===== config.mk =====
export PLATFORM = sky130hd
export DESIGN_NAME = axi_read_arbiter_flat
export DESIGN_NICKNAME = d
export VERILOG_FILES = /design/src/rtl/axi_pkg.sv /design/src/rtl/axi_read_arbiter_if.sv /design/src/rtl/axi_r_skid.sv /design/src/rtl/axi_read_arbiter.sv /design/src/flat_wrapper.sv
export SDC_FILE = /design/constraint.sdc
export NUM_CORES = 1
export LEC_CHECK = 0
export ABC_CLOCK_PERIOD_IN_PS = 1990
export BUFFER_PORTS_ARGS = -buffer_cell sky130_fd_sc_hd__buf_4
export CORE_AREA = 5 5 99 111
export DETAILED_ROUTE_END_ITERATION = 16
export DIE_AREA = 0 0 104 116
export PLACE_DENSITY = 0.69
export SETUP_SLACK_MARGIN = 0.4
export SYNTH_ARGS = -nofsm -noshare
export SYNTH_HDL_FRONTEND = slang
export SYNTH_SLANG_ARGS = --single-unit

===== constraint.sdc =====
create_clock -name clk -period 1.99 [get_ports clk]
set_clock_uncertainty 0.15 [all_clocks]
set_input_delay 0.2985 -clock clk [delete_from_list [all_inputs] [get_ports clk]]
set_output_delay 0.2985 -clock clk [all_outputs]
set_load 0.01 [all_outputs]

===== src/rtl/axi_pkg.sv =====
`default_nettype none
// ============================================================================
//  Module   : axi_pkg
//  Purpose  : Shared state encodings, AXI3 constants and kseg address mapping
//             for the AXI read arbiter.
//  Revision : 1.0 - initial release
// ============================================================================
package axi_pkg;

  typedef enum logic [1:0] {
    READ_IDLE = 2'd0,
    READ_ADDR = 2'd1,
    READ_DATA = 2'd2
  } read_state_t;

  localparam logic [1:0] BURST_INCR = 2'b01;
  localparam logic [1:0] RESP_OKAY  = 2'b00;
  localparam logic [2:0] PROT_DATA  = 3'b001;

  // kseg0 (100) and kseg1 (101) alias the low physical window; clear [31:29].
  function automatic logic [31:0] kseg_map(input logic [31:0] addr);
    logic [31:0] v_addr;
    v_addr = addr;
    if (addr[31:30] == 2'b10) begin
      v_addr[31:29] = 3'b000;
    end
    return v_addr;
  endfunction

endpackage
`default_nettype wire


===== src/rtl/axi_read_arbiter_if.sv =====
`default_nettype none
// ============================================================================
//  Module   : axi_read_arbiter_if
//  Purpose  : AXI3 read address / read data channel bundle. The arbiter uses
//             the master view, the interconnect (or a bench) the slave view.
//  Revision : 1.0 - initial release
// ============================================================================
interface axi_read_arbiter_if #(
  parameter int ADDR_WIDTH = 32,
  parameter int DATA_WIDTH = 32,
  parameter int LEN_WIDTH  = 4,
  parameter int ID_WIDTH   = 4
);

  logic [ID_WIDTH-1:0]   arid;
  logic [ADDR_WIDTH-1:0] araddr;
  logic [LEN_WIDTH-1:0]  arlen;
  logic [2:0]            arsize;
  logic [1:0]            arburst;
  logic [1:0]            arlock;
  logic [3:0]            arcache;
  logic [2:0]            arprot;
  logic                  arvalid;
  logic                  arready;
  logic [ID_WIDTH-1:0]   rid;
  logic [DATA_WIDTH-1:0] rdata;
  logic [1:0]            rresp;
  logic                  rlast;
  logic                  rvalid;
  logic                  rready;

  modport master (
    output arid, araddr, arlen, arsize, arburst, arlock, arcache, arprot,
    output arvalid, rready,
    input  arready, rid, rdata, rresp, rlast, rvalid
  );

  modport slave (
    input  arid, araddr, arlen, arsize, arburst, arlock, arcache, arprot,
    input  arvalid, rready,
    output arready, rid, rdata, rresp, rlast, rvalid
  );

endinterface
`default_nettype wire


===== src/rtl/axi_r_skid.sv =====
`default_nettype none
// ============================================================================
//  Module   : axi_r_skid
//  Purpose  : One-entry R-channel response buffer (data/last/err) with a
//             valid/ready handshake on both sides and a synchronous clear.
//             Simultaneous consume and capture keeps the entry full, so the
//             buffer sustains one beat per cycle.
//  Revision : 1.0 - initial release
// ============================================================================
module axi_r_skid #(
  parameter int DATA_WIDTH = 32
) (
  input  wire logic                  clk,
  input  wire logic                  rst,
  input  wire logic                  i_clear,
  input  wire logic                  i_valid,
  output logic                       o_ready,
  input  wire logic [DATA_WIDTH-1:0] i_data,
  input  wire logic                  i_last,
  input  wire logic                  i_err,
  output logic                       o_valid,
  output logic [DATA_WIDTH-1:0]      o_data,
  output logic                       o_last,
  output logic                       o_err,
  input  wire logic                  i_ready
);

  logic                  r_valid;
  logic [DATA_WIDTH-1:0] r_data;
  logic                  r_last;
  logic                  r_err;

  // Space exists when empty or when the held beat leaves this cycle.
  assign o_ready = !r_valid || i_ready;
  assign o_valid = r_valid;
  assign o_data  = r_data;
  assign o_last  = r_last;
  assign o_err   = r_err;

  // Capture an incoming beat, drain a consumed one; clear wins over both.
  always_ff @(posedge clk) begin
    if (rst || i_clear) begin
      r_valid <= 1'b0;
      r_data  <= '0;
      r_last  <= 1'b0;
      r_err   <= 1'b0;
    end else if (i_valid && o_ready) begin
      r_valid <= 1'b1;
      r_data  <= i_data;
      r_last  <= i_last;
      r_err   <= i_err;
    end else if (r_valid && i_ready) begin
      r_valid <= 1'b0;
    end
  end

endmodule
`default_nettype wire


===== src/rtl/axi_read_arbiter.sv =====
`default_nettype none
// ============================================================================
//  Module   : axi_read_arbiter
//  Purpose  : Fixed-priority arbiter placing NUM_PORTS read requestors onto a
//             single AXI3 AR/R channel (port 0 highest). One transaction in
//             flight; a flush drops the current burst while still completing
//             the AXI handshakes.
//  Revision : 1.0 - initial release
// ============================================================================
module axi_read_arbiter
  import axi_pkg::*;
#(
  parameter int NUM_PORTS  = 2,
  parameter int ADDR_WIDTH = 32,
  parameter int DATA_WIDTH = 32,
  parameter int LEN_WIDTH  = 4,
  parameter int ID_WIDTH   = 4,
  parameter int MAP_KSEG   = 1
) (
  input  wire logic                            clk,
  input  wire logic                            reset,
  input  wire logic [NUM_PORTS-1:0]            req_valid,
  input  wire logic [NUM_PORTS*ADDR_WIDTH-1:0] req_addr,
  input  wire logic [NUM_PORTS*LEN_WIDTH-1:0]  req_len,
  output logic [NUM_PORTS-1:0]                 req_ready,
  output logic [NUM_PORTS-1:0]                 resp_valid,
  output logic [DATA_WIDTH-1:0]                resp_data,
  output logic                                 resp_last,
  output logic                                 resp_err,
  input  wire logic [NUM_PORTS-1:0]            resp_ready,
  input  wire logic                            flush,
  output logic                                 busy,
  axi_read_arbiter_if.master                   axi
);

  localparam logic [2:0] c_arsize = 3'($clog2(DATA_WIDTH / 8));

  read_state_t           r_state;
  logic                  r_drop;
  logic [ID_WIDTH-1:0]   r_arid;
  logic [ADDR_WIDTH-1:0] r_araddr;
  logic [LEN_WIDTH-1:0]  r_arlen;
  logic                  r_arvalid;

  logic [NUM_PORTS-1:0]  w_grant;
  logic [ID_WIDTH-1:0]   w_gnt_id;
  logic [ADDR_WIDTH-1:0] w_sel_addr;
  logic [ADDR_WIDTH-1:0] w_map_addr;
  logic [LEN_WIDTH-1:0]  w_sel_len;
  logic                  w_sel_ready;
  logic                  w_accept;
  logic                  w_rready;
  logic                  w_beat;
  logic                  w_clear;
  logic                  w_buf_in_valid;
  logic                  w_buf_in_ready;
  logic                  w_buf_valid;
  logic                  w_buf_last;
  logic                  w_buf_ready;
  logic                  w_consume;

  // Lowest-index requester wins; its address and length are picked alongside.
  always_comb begin : p_grant
    logic v_blocked;
    v_blocked  = 1'b0;
    w_grant    = '0;
    w_gnt_id   = '0;
    w_sel_addr = '0;
    w_sel_len  = '0;
    for (int i = 0; i < NUM_PORTS; i++) begin
      if (req_valid[i] && !v_blocked) begin
        w_grant[i] = 1'b1;
        w_gnt_id   = ID_WIDTH'(i);
        w_sel_addr = req_addr[i*ADDR_WIDTH +: ADDR_WIDTH];
        w_sel_len  = req_len[i*LEN_WIDTH +: LEN_WIDTH];
      end
      v_blocked = v_blocked | req_valid[i];
    end
  end

  generate
    if (MAP_KSEG != 0 && ADDR_WIDTH == 32) begin : g_kseg
      assign w_map_addr = kseg_map(w_sel_addr);
    end else begin : g_no_kseg
      assign w_map_addr = w_sel_addr;
    end
  endgenerate

  // Requests are only taken while idle; the grant is a single-cycle pulse.
  assign req_ready = (r_state == READ_IDLE && !reset) ? w_grant : '0;

  // Route the granted port's resp_ready back and fan resp_valid out to it.
  always_comb begin
    w_sel_ready = 1'b0;
    resp_valid  = '0;
    for (int i = 0; i < NUM_PORTS; i++) begin
      if (r_arid == ID_WIDTH'(i)) begin
        w_sel_ready   = resp_ready[i];
        resp_valid[i] = w_accept && w_buf_valid;
      end
    end
  end

  // Beats are delivered only in DATA without a pending drop.
  assign w_accept       = (r_state == READ_DATA) && !r_drop;
  assign w_clear        = (r_state == READ_DATA) && (r_drop || flush);
  assign w_buf_in_valid = axi.rvalid && w_accept;
  assign w_buf_ready    = w_accept && w_sel_ready;
  assign w_consume      = w_buf_valid && w_buf_ready;
  assign w_rready       = (r_state == READ_DATA) && (r_drop || w_buf_in_ready);
  assign w_beat         = axi.rvalid && w_rready;

  axi_r_skid #(
    .DATA_WIDTH (DATA_WIDTH)
  ) u_skid (
    .clk     (clk),
    .rst     (reset),
    .i_clear (w_clear),
    .i_valid (w_buf_in_valid),
    .o_ready (w_buf_in_ready),
    .i_data  (axi.rdata),
    .i_last  (axi.rlast),
    .i_err   (axi.rresp != RESP_OKAY),
    .o_valid (w_buf_valid),
    .o_data  (resp_data),
    .o_last  (w_buf_last),
    .o_err   (resp_err),
    .i_ready (w_buf_ready)
  );

  assign resp_last = w_buf_last;
  assign busy      = (r_state != READ_IDLE);

  assign axi.arid    = r_arid;
  assign axi.araddr  = r_araddr;
  assign axi.arlen   = r_arlen;
  assign axi.arsize  = c_arsize;
  assign axi.arburst = BURST_INCR;
  assign axi.arlock  = 2'b00;
  assign axi.arcache = 4'b0000;
  assign axi.arprot  = PROT_DATA;
  assign axi.arvalid = r_arvalid;
  assign axi.rready  = w_rready;

  // Transaction sequencer: grant, address handshake, data (or drop) phase.
  always_ff @(posedge clk) begin
    if (reset) begin
      r_state   <= READ_IDLE;
      r_drop    <= 1'b0;
      r_arid    <= '0;
      r_araddr  <= '0;
      r_arlen   <= '0;
      r_arvalid <= 1'b0;
    end else begin
      case (r_state)
        READ_IDLE: begin
          if (|req_valid) begin
            r_arid    <= w_gnt_id;
            r_araddr  <= w_map_addr;
            r_arlen   <= w_sel_len;
            r_arvalid <= 1'b1;
            r_state   <= READ_ADDR;
          end
        end
        READ_ADDR: begin
          if (flush) begin
            r_drop <= 1'b1;
          end
          if (axi.arready) begin
            r_arvalid <= 1'b0;
            r_state   <= READ_DATA;
          end
        end
        READ_DATA: begin
          if (r_drop) begin
            if (axi.rvalid && axi.rlast) begin
              r_drop  <= 1'b0;
              r_state <= READ_IDLE;
            end
          end else if (flush) begin
            // If the final beat already arrived (buffered or landing now)
            // there is nothing left to drain, so return straight to idle.
            if ((w_buf_valid && w_buf_last) || (w_beat && axi.rlast)) begin
              r_state <= READ_IDLE;
            end else begin
              r_drop <= 1'b1;
            end
          end else if (w_consume && w_buf_last) begin
            r_state <= READ_IDLE;
          end
        end
        default: begin
          r_state <= READ_IDLE;
        end
      endcase
    end
  end

  // A returning beat must carry the ID of the outstanding request.
  a_rid_match : assert property (@(posedge clk) disable iff (reset)
    (r_state == READ_DATA && axi.rvalid && w_rready) |-> (axi.rid == r_arid));

endmodule
`default_nettype wire


===== src/flat_wrapper.sv =====
// flat-port wrapper written by rule: the top's interface ports become plain ports
module axi_read_arbiter_flat import axi_pkg::*;
#(
  parameter int NUM_PORTS  = 2,
  parameter int ADDR_WIDTH = 32,
  parameter int DATA_WIDTH = 32,
  parameter int LEN_WIDTH  = 4,
  parameter int ID_WIDTH   = 4,
  parameter int MAP_KSEG   = 1
)
  (clk, reset, req_valid, req_addr, req_len, req_ready, resp_valid, resp_data, resp_last, resp_err, resp_ready, flush, busy, axi_arid, axi_araddr, axi_arlen, axi_arsize, axi_arburst, axi_arlock, axi_arcache, axi_arprot, axi_arvalid, axi_rready, axi_arready, axi_rid, axi_rdata, axi_rresp, axi_rlast, axi_rvalid);
  axi_read_arbiter_if #(.ADDR_WIDTH(ADDR_WIDTH), .DATA_WIDTH(DATA_WIDTH), .LEN_WIDTH(LEN_WIDTH), .ID_WIDTH(ID_WIDTH)) axi_i ();
  input  wire logic clk;
  input  wire logic reset;
  input  wire logic [NUM_PORTS-1:0] req_valid;
  input  wire logic [NUM_PORTS*ADDR_WIDTH-1:0] req_addr;
  input  wire logic [NUM_PORTS*LEN_WIDTH-1:0] req_len;
  output logic [NUM_PORTS-1:0] req_ready;
  output logic [NUM_PORTS-1:0] resp_valid;
  output logic [DATA_WIDTH-1:0] resp_data;
  output logic resp_last;
  output logic resp_err;
  input  wire logic [NUM_PORTS-1:0] resp_ready;
  input  wire logic flush;
  output logic busy;
  output wire logic [$bits(axi_i.arid)-1:0] axi_arid;
  output wire logic [$bits(axi_i.araddr)-1:0] axi_araddr;
  output wire logic [$bits(axi_i.arlen)-1:0] axi_arlen;
  output wire logic [$bits(axi_i.arsize)-1:0] axi_arsize;
  output wire logic [$bits(axi_i.arburst)-1:0] axi_arburst;
  output wire logic [$bits(axi_i.arlock)-1:0] axi_arlock;
  output wire logic [$bits(axi_i.arcache)-1:0] axi_arcache;
  output wire logic [$bits(axi_i.arprot)-1:0] axi_arprot;
  output wire logic [$bits(axi_i.arvalid)-1:0] axi_arvalid;
  output wire logic [$bits(axi_i.rready)-1:0] axi_rready;
  input wire logic [$bits(axi_i.arready)-1:0] axi_arready;
  input wire logic [$bits(axi_i.rid)-1:0] axi_rid;
  input wire logic [$bits(axi_i.rdata)-1:0] axi_rdata;
  input wire logic [$bits(axi_i.rresp)-1:0] axi_rresp;
  input wire logic [$bits(axi_i.rlast)-1:0] axi_rlast;
  input wire logic [$bits(axi_i.rvalid)-1:0] axi_rvalid;
  assign axi_arid = axi_i.arid;
  assign axi_araddr = axi_i.araddr;
  assign axi_arlen = axi_i.arlen;
  assign axi_arsize = axi_i.arsize;
  assign axi_arburst = axi_i.arburst;
  assign axi_arlock = axi_i.arlock;
  assign axi_arcache = axi_i.arcache;
  assign axi_arprot = axi_i.arprot;
  assign axi_arvalid = axi_i.arvalid;
  assign axi_rready = axi_i.rready;
  assign axi_i.arready = axi_arready;
  assign axi_i.rid = axi_rid;
  assign axi_i.rdata = axi_rdata;
  assign axi_i.rresp = axi_rresp;
  assign axi_i.rlast = axi_rlast;
  assign axi_i.rvalid = axi_rvalid;
  axi_read_arbiter #(.NUM_PORTS(NUM_PORTS), .ADDR_WIDTH(ADDR_WIDTH), .DATA_WIDTH(DATA_WIDTH), .LEN_WIDTH(LEN_WIDTH), .ID_WIDTH(ID_WIDTH), .MAP_KSEG(MAP_KSEG)) u_core (.clk(clk), .reset(reset), .req_valid(req_valid), .req_addr(req_addr), .req_len(req_len), .req_ready(req_ready), .resp_valid(resp_valid), .resp_data(resp_data), .resp_last(resp_last), .resp_err(resp_err), .resp_ready(resp_ready), .flush(flush), .busy(busy), .axi(axi_i));
endmodule

### Word level (Yosys, flattened, before mapping)

Index checks and enable logic that the tools add are counted.

| operators by class | value |
|---|---|
| equality and inequality tests | 10 |
| multiplexer cells | 32 |
| reductions and logical operators | 36 |

Operator list:

| cell | count |
|---|---|
| $mux W32 | 2 |
| $mux W1 | 16 |
| $mux W2 | 8 |
| $logic_and A1 B1 Y1 | 15 |
| $reduce_bool A2 Y1 | 5 |
| $mux W4 | 2 |
| $ne A4 B3 Y1 const B | 2 |
| $ne A2 B2 Y1 const B | 3 |
| $pmux W2 S3 | 1 |
| $logic_or A1 B1 Y1 | 5 |
| $reduce_and A5 Y1 | 1 |
| $eq A2 B2 Y1 const B | 2 |
| $eq A4 B1 Y1 const B | 1 |
| $logic_not A1 Y1 | 4 |
| $logic_not A4 Y1 | 1 |
| $pmux W1 S2 | 2 |
| $reduce_and A2 Y1 | 2 |
| $mux W3 | 1 |
| $ne A3 B3 Y1 const B | 1 |
| $reduce_and A3 Y1 | 1 |
| $eq A2 B1 Y1 const B | 1 |
| $logic_not A2 Y1 | 1 |
| $reduce_or A2 Y1 | 1 |

| storage, ports and cells | value |
|---|---|
| bits in registers | 79 |
| input bits | 120 |
| output and inout port bits | 95 |
| logic and storage cells | 88 |

### Logic depth before layout (Yosys ltp)

| logic depth | value |
|---|---|
| depth in word-level cells | 14 |
| depth in mapped cells | 7 |
| gate-level depth less buffers | 5 |

### Modules after synthesis

A second synthesis with hierarchy kept.

| unflattened totals | value |
|---|---|
| cell total of the unflattened synthesis | 403 |
| area total of the unflattened synthesis | 3,432.0 µm² |

Modules (own cells, without submodules):

| module | times used | cells each | area each (µm²) | sequential area each (µm²) |
|---|---|---|---|---|
| axi_read_arbiter | 1 | 242 | 1,966.9 | 820.8 |
| axi_r_skid | 1 | 161 | 1,465.2 | 700.7 |

### Worst setup path before layout

No wires, ideal clock.

| timing | value |
|---|---|
| path kind | reg-to-output |
| start | register u_core.r_arid[0], in the netlist u_core.axi.arid[0] |
| end | output port axi_rready |
| arrival time | 1,204 ps |
| required time | 1,541 ps |
| slack | 337 ps |
| stages on the path, launching flop included | 4 |
| path buffers | 0 |
| path through | dfxtp_1 mux2_2 a211oi_1 nor2_1 |

| on the way | value |
|---|---|
| word-level cells in the longest chain between the ends | 7 |
| elaborated cells between the ends (all ways) | 8 |
| classes of those cells | eq/ne (1); mux (2); reduce/logical (5) |

RTL lines:

| item | line | text |
|---|---|---|
| from (decl) | axi_read_arbiter.sv:40 | `logic [ID_WIDTH-1:0] r_arid;` |
| from (signal assigned) | axi_read_arbiter.sv:158 | `r_arid <= w_gnt_id;` |
| $logic_not A4 Y1 | axi_read_arbiter.sv:97 | `if (r_arid == ID_WIDTH'(i)) begin` |
| $mux W1 | axi_read_arbiter.sv:97 |  |
| $mux W1 (*) | axi_read_arbiter.sv:97 |  |
| $logic_and A1 B1 Y1 (*) | axi_read_arbiter.sv:108 | `assign w_buf_ready = w_accept && w_sel_ready;` |
| $logic_or A1 B1 Y1 (*) | axi_r_skid.sv:34 | `assign o_ready = !r_valid \|\| i_ready;` |
| $logic_or A1 B1 Y1 (*) | axi_read_arbiter.sv:110 | `assign w_rready = (r_state == READ_DATA) && (r_drop \|\| w_buf_in_ready);` |
| $logic_and A1 B1 Y1 (*) | axi_read_arbiter.sv:110 |  |
| to (decl) | flat_wrapper.sv:35 | `output wire logic [$bits(axi_i.rready)-1:0] axi_rready;` |

Mark *: on every way between the ends. The rest lies on a longest branch, timed or not.

### Worst setup path after layout

Ends and elaborated chain as after synthesis.

==> flow_metrics.env <==
export IMPL_status="finished clean"
export IMPL_reg2reg_slack_ps=380
export IMPL_diodes=0
export IMPL_grt_max_degree=45
export IMPL_finalSetupTns_ps=0
export IMPL_multi_input_area_mm2=0.00163
export IMPL_synth_avg_cell_area_um2=8.43
export IMPL_synth_flop_cell="dfxtp_1"
export IMPL_fp_dieW_um=104
export IMPL_ys_async_sr_fraction=0
export IMPL_report_final_slew_viol_count=0
export IMPL_hold_path_end="u_core.r_state[0]"
export IMPL_worstPathRequired_ps=1540
export IMPL_path_clk_slew_ps=70
export IMPL_wl_mm=11.1
export IMPL_cpLargestDelayFamily="flip-flops"
export IMPL_leakagePower_nw=2.30
export IMPL_post_drt_wl_per_cell_um=15.5
export IMPL_ir_worst_vdd_mv=0.389
export IMPL_finalPower_w=0.00366
export IMPL_hp_class="primary input to register"
export IMPL_grt_ovfl_total=0
export IMPL_nFillCells=912
export IMPL_critical_path_class="register to primary output"
export IMPL_synth_xor_xnor_area_share=0
export IMPL_startpoint_type="register"
export IMPL_synthAdderAreaFrac=0
export IMPL_reg2reg_from="u_core.axi.arid[0]"
export IMPL_core_area_mm2=0.00970
export IMPL_worstSetupEndpointType="primary output"
export IMPL_syn_inst=393
export IMPL_worst_pin_slew_ps=661
export IMPL_pwr_density_cell_mw_per_mm2=691
export IMPL_grt_usage=0.170
export IMPL_synth_top_area_cell="dfxtp_1"
export IMPL_dpl_cell_area_mm2=0.00473
export IMPL_r2r_end="u_core.u_skid.o_data[30]"
export IMPL_viasPerCell=4.93
export IMPL_drc=0
export IMPL_synth_compound_area_frac=0.243
export IMPL_clkLatencyLatePin_ps=330
export IMPL_whs_ps=37.1
export IMPL_ys_ff_latch=76
export IMPL_rsz0062_at_grt="true"
export IMPL_seq_area_mm2=0.00154
export IMPL_setup_viol=0
export IMPL_first_pass_iters=4
export IMPL_synthesis_area_mm2=0.00331
export IMPL_synth_area_top_cells="dfxtp_1, nand2_1, a211oi_1"
export IMPL_initial_core_util=0.342
export IMPL_slowest_delay_ps=360
export IMPL_drt_iter0_markers=111
export IMPL_cts_sinks=76
export IMPL_synthMuxAreaShare=0.00755
export IMPL_yosys_area_share_simple=0.181
export IMPL_yosys_warnings=0
export IMPL_dp_hpwl_mm=7.65
export IMPL_cts_tree="done"
export IMPL_slowest_stage="dfxtp_4"
export IMPL_num_rows=38
export IMPL_cp_max_fo=2
export IMPL_grt_pass1_vias=3387
export IMPL_die_area_mm2=0.0121
export IMPL_stdcell_area_mm2=0.00529
export IMPL_synth_top_family_by_area="compound AO/OA/AOI/OAI gates"
export IMPL_fmax_mhz=532
export IMPL_port_buffers=193
export IMPL_finalHoldViolCount=0
export IMPL_io_pins=215
export IMPL_nets=714
export IMPL_place_congestion=0.763
export IMPL_path_cells="mux2_4 -> a211oi_2 -> nor2_1 -> buf_4"
export IMPL_drive_gt1_frac=0.453
export IMPL_syn_to_final_growth_pct=59.6
export IMPL_ant_nets=0
export IMPL_drv_cap=0
export IMPL_cts_root_buf="clkbuf_8"
export IMPL_vias=3528
export IMPL_cp_data_arrival_time_ps=1430
export IMPL_synth_cell_types=39
export IMPL_slew_headroom=0.558
export IMPL_crit_buf_inv=1
export IMPL_worst_r2r_path_depth=6
export IMPL_hold_depth=2
export IMPL_die_h_um=116
export IMPL_synth_edf_count=0
export IMPL_grt_pass1_wl_mm=16.9
export IMPL_antenna_found_initial=0
export IMPL_fin_crit_ps=1880
export IMPL_crit_cells=4
export IMPL_seq_area_frac_synth=0.459
export IMPL_clock_path_buffers=2
export IMPL_cts_made_buffers=9
export IMPL_htreeDepth=3
export IMPL_synth_top_area_share=0.459
export IMPL_worstHoldStart="axi_arready"
export IMPL_fin_crit_sh=0.945
==> cell usage in the layout, fill, tap and decap left out, types with 2 or more instances in the layout <==
cell type    n
inv_1        3
conb_1      17
nor3_2       2
nor2_4       2
nand2b_1     3
nor2_1      40
dfxtp_4      5
a211oi_1    28
clkbuf_8    11
a211oi_2     9
a21oi_1     40
o21ai_0      3
dfxtp_1     71
buf_4      207
o22ai_1     34
nand3_1      2
buf_6        9
nor3_1       5
buf_12       5
nand2_1     72
==> layout make-up <==
cell class                      count  area share
Clock buffer                       11      0.0286
Clock inverter                      2     0.00237
Inverter                            5     0.00402
Multi-Input combinational cell    280       0.309
Sequential cell                    76       0.291
Tap cell                          120      0.0284
Timing Repair Buffer              222       0.337
==> where the power goes <==
group | total [W] | switching [W] | internal (W)
clock | 0.00101 | 0.000512 | 0.000498
sequential | 0.00170 | 0.0000706 | 0.00163
combinational | 0.000946 | 0.000448 | 0.000498
total | 0.00366 | 0.00103 | 0.00263
==> synth_stat cells, types with 2 or more instances <==
library cell,instances
buf_2,9
clkbuf_1,10
nor2_1,40
nand2_1,72
o22ai_1,34
a21oi_1,41
inv_1,3
nor2b_1,2
conb_1,2
a211oi_1,35
a211oi_2,2
o21ai_0,3
nor3_1,8
nand2b_1,4
dfxtp_1,76
nand3_1,2
buf_4,20
buf_6,9
==> worst max-delay path by stage <==
stage	startpoint	endpoint	slack, ps
after floorplan	u_core.axi.arid[0]	axi_rready	420
after global placement	u_core.axi.arid[0]	axi_rready	240
after detailed placement	u_core.axi.arid[0]	axi_rready	260
after CTS	u_core.axi.arid[0]	axi_rready	80
after global routing	u_core.axi.arid[0]	axi_rready	20
final	u_core.axi.arid[0]	axi_rready	110
==> flip-flops by register name, summed over array words and instances, names as in the netlist <==
signal                 count
u_core.r_state             2
u_core.axi.arlen           4
u_core.axi.arvalid         1
u_core.axi.arid            1
u_core.u_skid.o_valid      1
u_core.r_drop              1
u_core.axi.araddr         32
u_core.u_skid.o_data      32
u_core.u_skid.o_last       1
u_core.u_skid.o_err        1
==> kinds of logic (layout without fill, tap and decap cells) <==
logic type             after synthesis  in the layout
AOI/OAI and AO/OA                  124            124
buffers and inverters               53            240
DFF                                 76             76
muxes                                2              2
other                                2             17
and+or+nand+nor                    136            137
==> metal layers <==
layer / share of wire / global-route usage / wire [um]
met5: 0 / 0 / 0
met4: 0.010 / 0.0397 / 115
met3: 0.12 / 0.0897 / 1320
met2: 0.49 / 0.287 / 5390
met1: 0.38 / 0.191 / 4250
==> timing repair <==
item,4_1_cts,5_1_grt
hold buffers,0,0
pin swaps,12,6
setup endpoints to repair,43,49
setup buffers,15,5
gates resized for setup,27,14
gates cloned,1,3
==> stage by stage <==
step / utilization / setup WS, ps / instances
after floorplan: - / 421 / 408
after global placement: 0.488 / 238 / 679
after detailed placement: 0.488 / 256 / 679
after CTS: 0.530 / 81.8 / 708
after global routing: 0.545 / 19.9 / 716
final: 0.545 / 110 / 716
No activity file was read; power rests on OpenSTA's default activity.
